File: config.mk
export PLATFORM = sky130hd
export DESIGN_NAME = mem_arbiter
export DESIGN_NICKNAME = d
export VERILOG_FILES = /design/src/rtl/mem_arbiter_pkg.sv /design/src/rtl/arb_timer.sv /design/src/rtl/mem_arbiter.sv
export SDC_FILE = /design/constraint.sdc
export NUM_CORES = 1
export LEC_CHECK = 0
export BUFFER_PORTS_ARGS = -buffer_cell sky130_fd_sc_hd__buf_2
export CAP_MARGIN = 5
export CORE_MARGIN = 1
export CORE_UTILIZATION = 48
export DETAILED_ROUTE_END_ITERATION = 10
export PLACE_DENSITY = 0.92
export SLEW_MARGIN = 20
export SYNTH_ARGS = -nofsm -noshare
export SYNTH_HDL_FRONTEND = slang
export SYNTH_SLANG_ARGS = --single-unit
File: constraint.sdc
create_clock -name clk -period 3.1 [get_ports clk]
set_input_delay 0.775 -clock clk [delete_from_list [all_inputs] [get_ports clk]]
set_output_delay 0.775 -clock clk [all_outputs]
set_load 0.02 [all_outputs]
File: src/rtl/mem_arbiter_pkg.sv
// rtl/mem_arbiter_pkg.sv - shared state encodings and defaults for the memory arbiter
package mem_arbiter_pkg;
    localparam logic [1:0] ARB_IDLE = 2'd0;
    localparam logic [1:0] ARB_IF   = 2'd1;
    localparam logic [1:0] ARB_DM   = 2'd2;

    localparam int MAX_LAT_DEFAULT = 15;
endpackage

File: src/rtl/arb_timer.sv
// rtl/arb_timer.sv - clear/enable busy-cycle counter with terminal-count output
module arb_timer #(
    parameter int MAX_LAT = 15
) (
    input  logic clk,
    input  logic reset,
    input  logic clr,
    input  logic en,
    output logic tc
);
    localparam int CW = $clog2(MAX_LAT + 1);

    logic [CW-1:0] count_q;

    always_ff @(posedge clk) begin
        if (reset || clr) begin
            count_q <= '0;
        end else if (en) begin
            count_q <= count_q + 1'b1;
        end
    end

    // Fires during the busy cycle whose closing edge would bring the count to MAX_LAT.
    assign tc = en && (count_q == CW'(MAX_LAT - 1));
endmodule

File: src/rtl/mem_arbiter.sv
// rtl/mem_arbiter.sv - two-requester arbiter for a single-port variable-latency memory
module mem_arbiter
    import mem_arbiter_pkg::*;
#(
    parameter int ADDR_W  = 32,
    parameter int DATA_W  = 32,
    parameter int MAX_LAT = MAX_LAT_DEFAULT
) (
    input  logic              clk,
    input  logic              reset,
    input  logic              if_req,
    input  logic [ADDR_W-1:0] if_addr,
    input  logic              if_kill,
    output logic [DATA_W-1:0] if_rdata,
    output logic              if_done,
    output logic              stall_f,
    input  logic              dm_req,
    input  logic              dm_we,
    input  logic [ADDR_W-1:0] dm_addr,
    input  logic [DATA_W-1:0] dm_wdata,
    output logic [DATA_W-1:0] dm_rdata,
    output logic              dm_done,
    output logic              stall_m,
    output logic              mem_req,
    output logic              mem_we,
    output logic [ADDR_W-1:0] mem_addr,
    output logic [DATA_W-1:0] mem_wdata,
    input  logic [DATA_W-1:0] mem_rdata,
    input  logic              mem_ack,
    output logic              timeout_err
);
    logic [1:0]        state_q, state_d;
    logic              mem_req_q, mem_req_d;
    logic              mem_we_q, mem_we_d;
    logic [ADDR_W-1:0] mem_addr_q, mem_addr_d;
    logic [DATA_W-1:0] mem_wdata_q, mem_wdata_d;
    logic [DATA_W-1:0] if_rdata_q, if_rdata_d;
    logic [DATA_W-1:0] dm_rdata_q, dm_rdata_d;
    logic              if_done_q, if_done_d;
    logic              dm_done_q, dm_done_d;
    logic              drop_q, drop_d;
    logic              timeout_q, timeout_d;
    logic              timer_clr, timer_tc, kill_now;

    arb_timer #(.MAX_LAT(MAX_LAT)) u_timer (
        .clk   (clk),
        .reset (reset),
        .clr   (timer_clr),
        .en    (state_q != ARB_IDLE),
        .tc    (timer_tc)
    );

    // A kill in the ack cycle itself still discards the fetch.
    assign kill_now = drop_q | if_kill;

    always_comb begin
        state_d     = state_q;
        mem_req_d   = mem_req_q;
        mem_we_d    = mem_we_q;
        mem_addr_d  = mem_addr_q;
        mem_wdata_d = mem_wdata_q;
        if_rdata_d  = if_rdata_q;
        dm_rdata_d  = dm_rdata_q;
        if_done_d   = 1'b0;
        dm_done_d   = 1'b0;
        drop_d      = drop_q;
        timeout_d   = timeout_q;
        timer_clr   = 1'b0;
        case (state_q)
            ARB_IDLE: begin
                if (dm_req && !dm_done_q) begin
                    state_d     = ARB_DM;
                    mem_req_d   = 1'b1;
                    mem_we_d    = dm_we;
                    mem_addr_d  = dm_addr;
                    mem_wdata_d = dm_wdata;
                    timer_clr   = 1'b1;
                end else if (if_req && !if_kill && !if_done_q) begin
                    state_d     = ARB_IF;
                    mem_req_d   = 1'b1;
                    mem_we_d    = 1'b0;
                    mem_addr_d  = if_addr;
                    mem_wdata_d = '0;
                    timer_clr   = 1'b1;
                end
            end
            ARB_IF: begin
                if (mem_ack || timer_tc) begin
                    state_d   = ARB_IDLE;
                    mem_req_d = 1'b0;
                    drop_d    = 1'b0;
                    if (!mem_ack) timeout_d = 1'b1;
                    if (!kill_now) begin
                        if_done_d  = 1'b1;
                        if_rdata_d = mem_ack ? mem_rdata : '0;
                    end
                end else begin
                    drop_d = kill_now;
                end
            end
            ARB_DM: begin
                if (mem_ack) begin
                    state_d   = ARB_IDLE;
                    mem_req_d = 1'b0;
                    dm_done_d = 1'b1;
                    if (!mem_we_q) dm_rdata_d = mem_rdata;
                end else if (timer_tc) begin
                    state_d    = ARB_IDLE;
                    mem_req_d  = 1'b0;
                    dm_done_d  = 1'b1;
                    dm_rdata_d = '0;
                    timeout_d  = 1'b1;
                end
            end
            default: begin
                state_d   = ARB_IDLE;
                mem_req_d = 1'b0;
            end
        endcase
    end

    always_ff @(posedge clk) begin
        if (reset) begin
            state_q     <= ARB_IDLE;
            mem_req_q   <= 1'b0;
            mem_we_q    <= 1'b0;
            mem_addr_q  <= '0;
            mem_wdata_q <= '0;
            if_rdata_q  <= '0;
            dm_rdata_q  <= '0;
            if_done_q   <= 1'b0;
            dm_done_q   <= 1'b0;
            drop_q      <= 1'b0;
            timeout_q   <= 1'b0;
        end else begin
            state_q     <= state_d;
            mem_req_q   <= mem_req_d;
            mem_we_q    <= mem_we_d;
            mem_addr_q  <= mem_addr_d;
            mem_wdata_q <= mem_wdata_d;
            if_rdata_q  <= if_rdata_d;
            dm_rdata_q  <= dm_rdata_d;
            if_done_q   <= if_done_d;
            dm_done_q   <= dm_done_d;
            drop_q      <= drop_d;
            timeout_q   <= timeout_d;
        end
    end

    assign mem_req     = mem_req_q;
    assign mem_we      = mem_we_q;
    assign mem_addr    = mem_addr_q;
    assign mem_wdata   = mem_wdata_q;
    assign if_rdata    = if_rdata_q;
    assign dm_rdata    = dm_rdata_q;
    assign if_done     = if_done_q;
    assign dm_done     = dm_done_q;
    assign timeout_err = timeout_q;
    assign stall_f     = if_req & ~if_done_q;
    assign stall_m     = dm_req & ~dm_done_q;
endmodule

==> qor.yml <==
status: "finished, final reports clean"
via_count: 5028
dpl.hpwl_mm: 9.60
post_cts_buffers: 0
port_buffers: 269
final_common_cell: "buf_2"
area_growth_pct: 36.7
avgViaCountPerCell: 5.38
grt_first_pass_wirelength_mm: 22.3
setup_viol: 0
synth_edf_count: 0
cts_buffers: 17
place_area_um2: 6420
htree_levels: 4
leakage_nw: 3.39
dr.pass1.iters: 5
cts_resized: 0
cap_violations: 0
synth_area_um2: 5100
dp_cells: 903
ys_ff_latch: 140
antenna_found_initial: 0
grt_max_degree: 65
syn_nets: 674
hold_ws_ns: 0.474
cts_tree: "built"
clock_skew_ns: 0.0155
ys_seq_area_share_pct: 55.0
pin_count: 270
syn_inst: 537
clockRootBuffer: "clkbuf_8"
rows: 37
synth.avg_cell_area_um2: 9.49
clk-insertion-delay-late_ns: 0.51
cts.sink_count: 140
track_usage_pct: 25.4
ys_types: 35
required_ns: 2.32
grt_pass1_vias: 4785
path_max_fanout: 7
slew_viol_final: 0
fin_crit_ns: 2.08
startpoint_type: "flip-flop"
layout_common_cells: "268 x buf_2, 140 x dfxtp_1, 109 x nor2_1, 66 x a22oi_1, 65 x nand2_1"
fin_area_um2: 6960
die_area_um2: 11000
initial_core_util_pct: 49.4
setup_tns_ns: 0
fin_util_pct: 67.5
synth-main-ff-cell: "dfxtp_1"
drive_above_1_share_pct: 40.3
ctsHoldBuffers: 0
place_congestion: 0.771
wl_mm: 14.3
relSlewSlack_pct: 47.9
drt_iter0_markers: 418
core_um2: 10300
hold_viol_final: 0
fp.dieH_um: 105
globalRouteOverflowTotal: 0
fmax_mhz: 480
worstMarginPinSlew_ns: 0.780
p_per_area_nw_per_um2: 636
yosys_warnings: 0
route.detailed.drc: 0
fp.dieW_um: 105
routedWlPerCell_um: 15.2
arrival_ns: 1.31
synthArstFlopShare_pct: 0
critPathCaptureType: "output pin"
post-route-period-util_pct: 67.2
post_layout_nonfiller_instances: 935
antenna_left: 0
rsz0062_at_grt: "false"
vdd_ir_drop_max_mv: 0.326
clockBufferDepth: 2
path_clk_slew_ns: 0.07
hold_path_class: "flip-flop to flip-flop"
final_nets: 923
num_antenna_cells: 0
path_class: "flip-flop to output pin"
-- final timing paths --
check        slack, ns         from  cells after the start           end
max               1.02      dm_done                      3       stall_m
min               0.47  dm_rdata[4]                      1   dm_rdata[4]
max reg2reg       1.03   state_q[1]                      4  dm_rdata[18]
min reg2reg       0.47  dm_rdata[4]                      1   dm_rdata[4]
-- stage by stage --
stage | worst slack (ns) | power, mW
final | 1.02 | 4.43
after global routing | 0.924 | 4.62
after CTS | 0.982 | 4.47
after global placement | 0.805 | 2.60
after floorplan | 0.895 | 2.38
after detailed placement | 0.683 | 2.61
-- worst max-delay path: stages (launching register included) --
cell and delay [ns]:
dfxtp_1 0.30, nand2b_1 0.17, inv_2 0.13, buf_2 0.20
-- registers in the layout, indices dropped and copies added, names as in the netlist, 2 cells and up --
| signal | count |
|---|---|
| dm_rdata | 32 |
| if_rdata | 32 |
| mem_addr | 32 |
| mem_wdata | 32 |
| state_q | 2 |
| u_timer.count_q | 4 |
-- power breakdown --
part / total, mW / switching (mW) / internal [mW]
Sequential: 1.95 / 0.0538 / 1.90
Clock: 1.85 / 0.838 / 1.02
Combinational: 0.621 / 0.388 / 0.234
Total: 4.43 / 1.28 / 3.15
-- final cells by class --
cell class / instances / area (µm²)
sequential: 140 / 2800
clock buffer: 18 / 418
tap: 136 / 170
fill: 823 / 3360
timing repair buffer: 278 / 1420
multi-input combinational: 346 / 2020
clock inverter: 14 / 128
inverter: 3 / 11.3
-- cells by family (layout without fill, tap and decap cells) --
logic type	Yosys count	count (layout)	synth area share, %
AND/OR/NAND/NOR	196	196	16.0
buffers and inverters	51	313	5.43
flip-flops	140	140	55.0
AO/OA/AOI/OAI	148	148	23.1
adder cells (fa/ha/maj)	2	2	0.491
-- cell usage after synthesis (2+ instances only) --
cell type	instances	area (µm²)
a311oi_1	32	280
buf_1	4	15.0
buf_6	4	45.0
a22o_1	32	280
o21ai_0	3	15.0
and3_1	2	12.5
nor3_1	6	30.0
nand2b_1	2	12.5
nor2_2	2	12.5
ha_1	2	25.0
inv_1	2	7.51
buf_2	14	70.1
a22oi_1	66	495
nor2_1	109	409
a31oi_1	2	12.5
clkbuf_1	16	60.1
nand2_1	65	244
a21oi_1	8	40.0
nor2b_1	2	12.5
buf_4	10	75.1
dfxtp_1	140	2800
-- metal layers --
metal | wire, µm | track usage (%) | up-vias
li1 | - | - | 2414
met1 | 5740 | 29.3 | 2348
met2 | 7170 | 43.4 | 230
met3 | 972 | 6.61 | 36
met4 | 376 | 12.9 | 0
met5 | 0 | 0 | -
No activity file was read; power rests on OpenSTA's default activity.
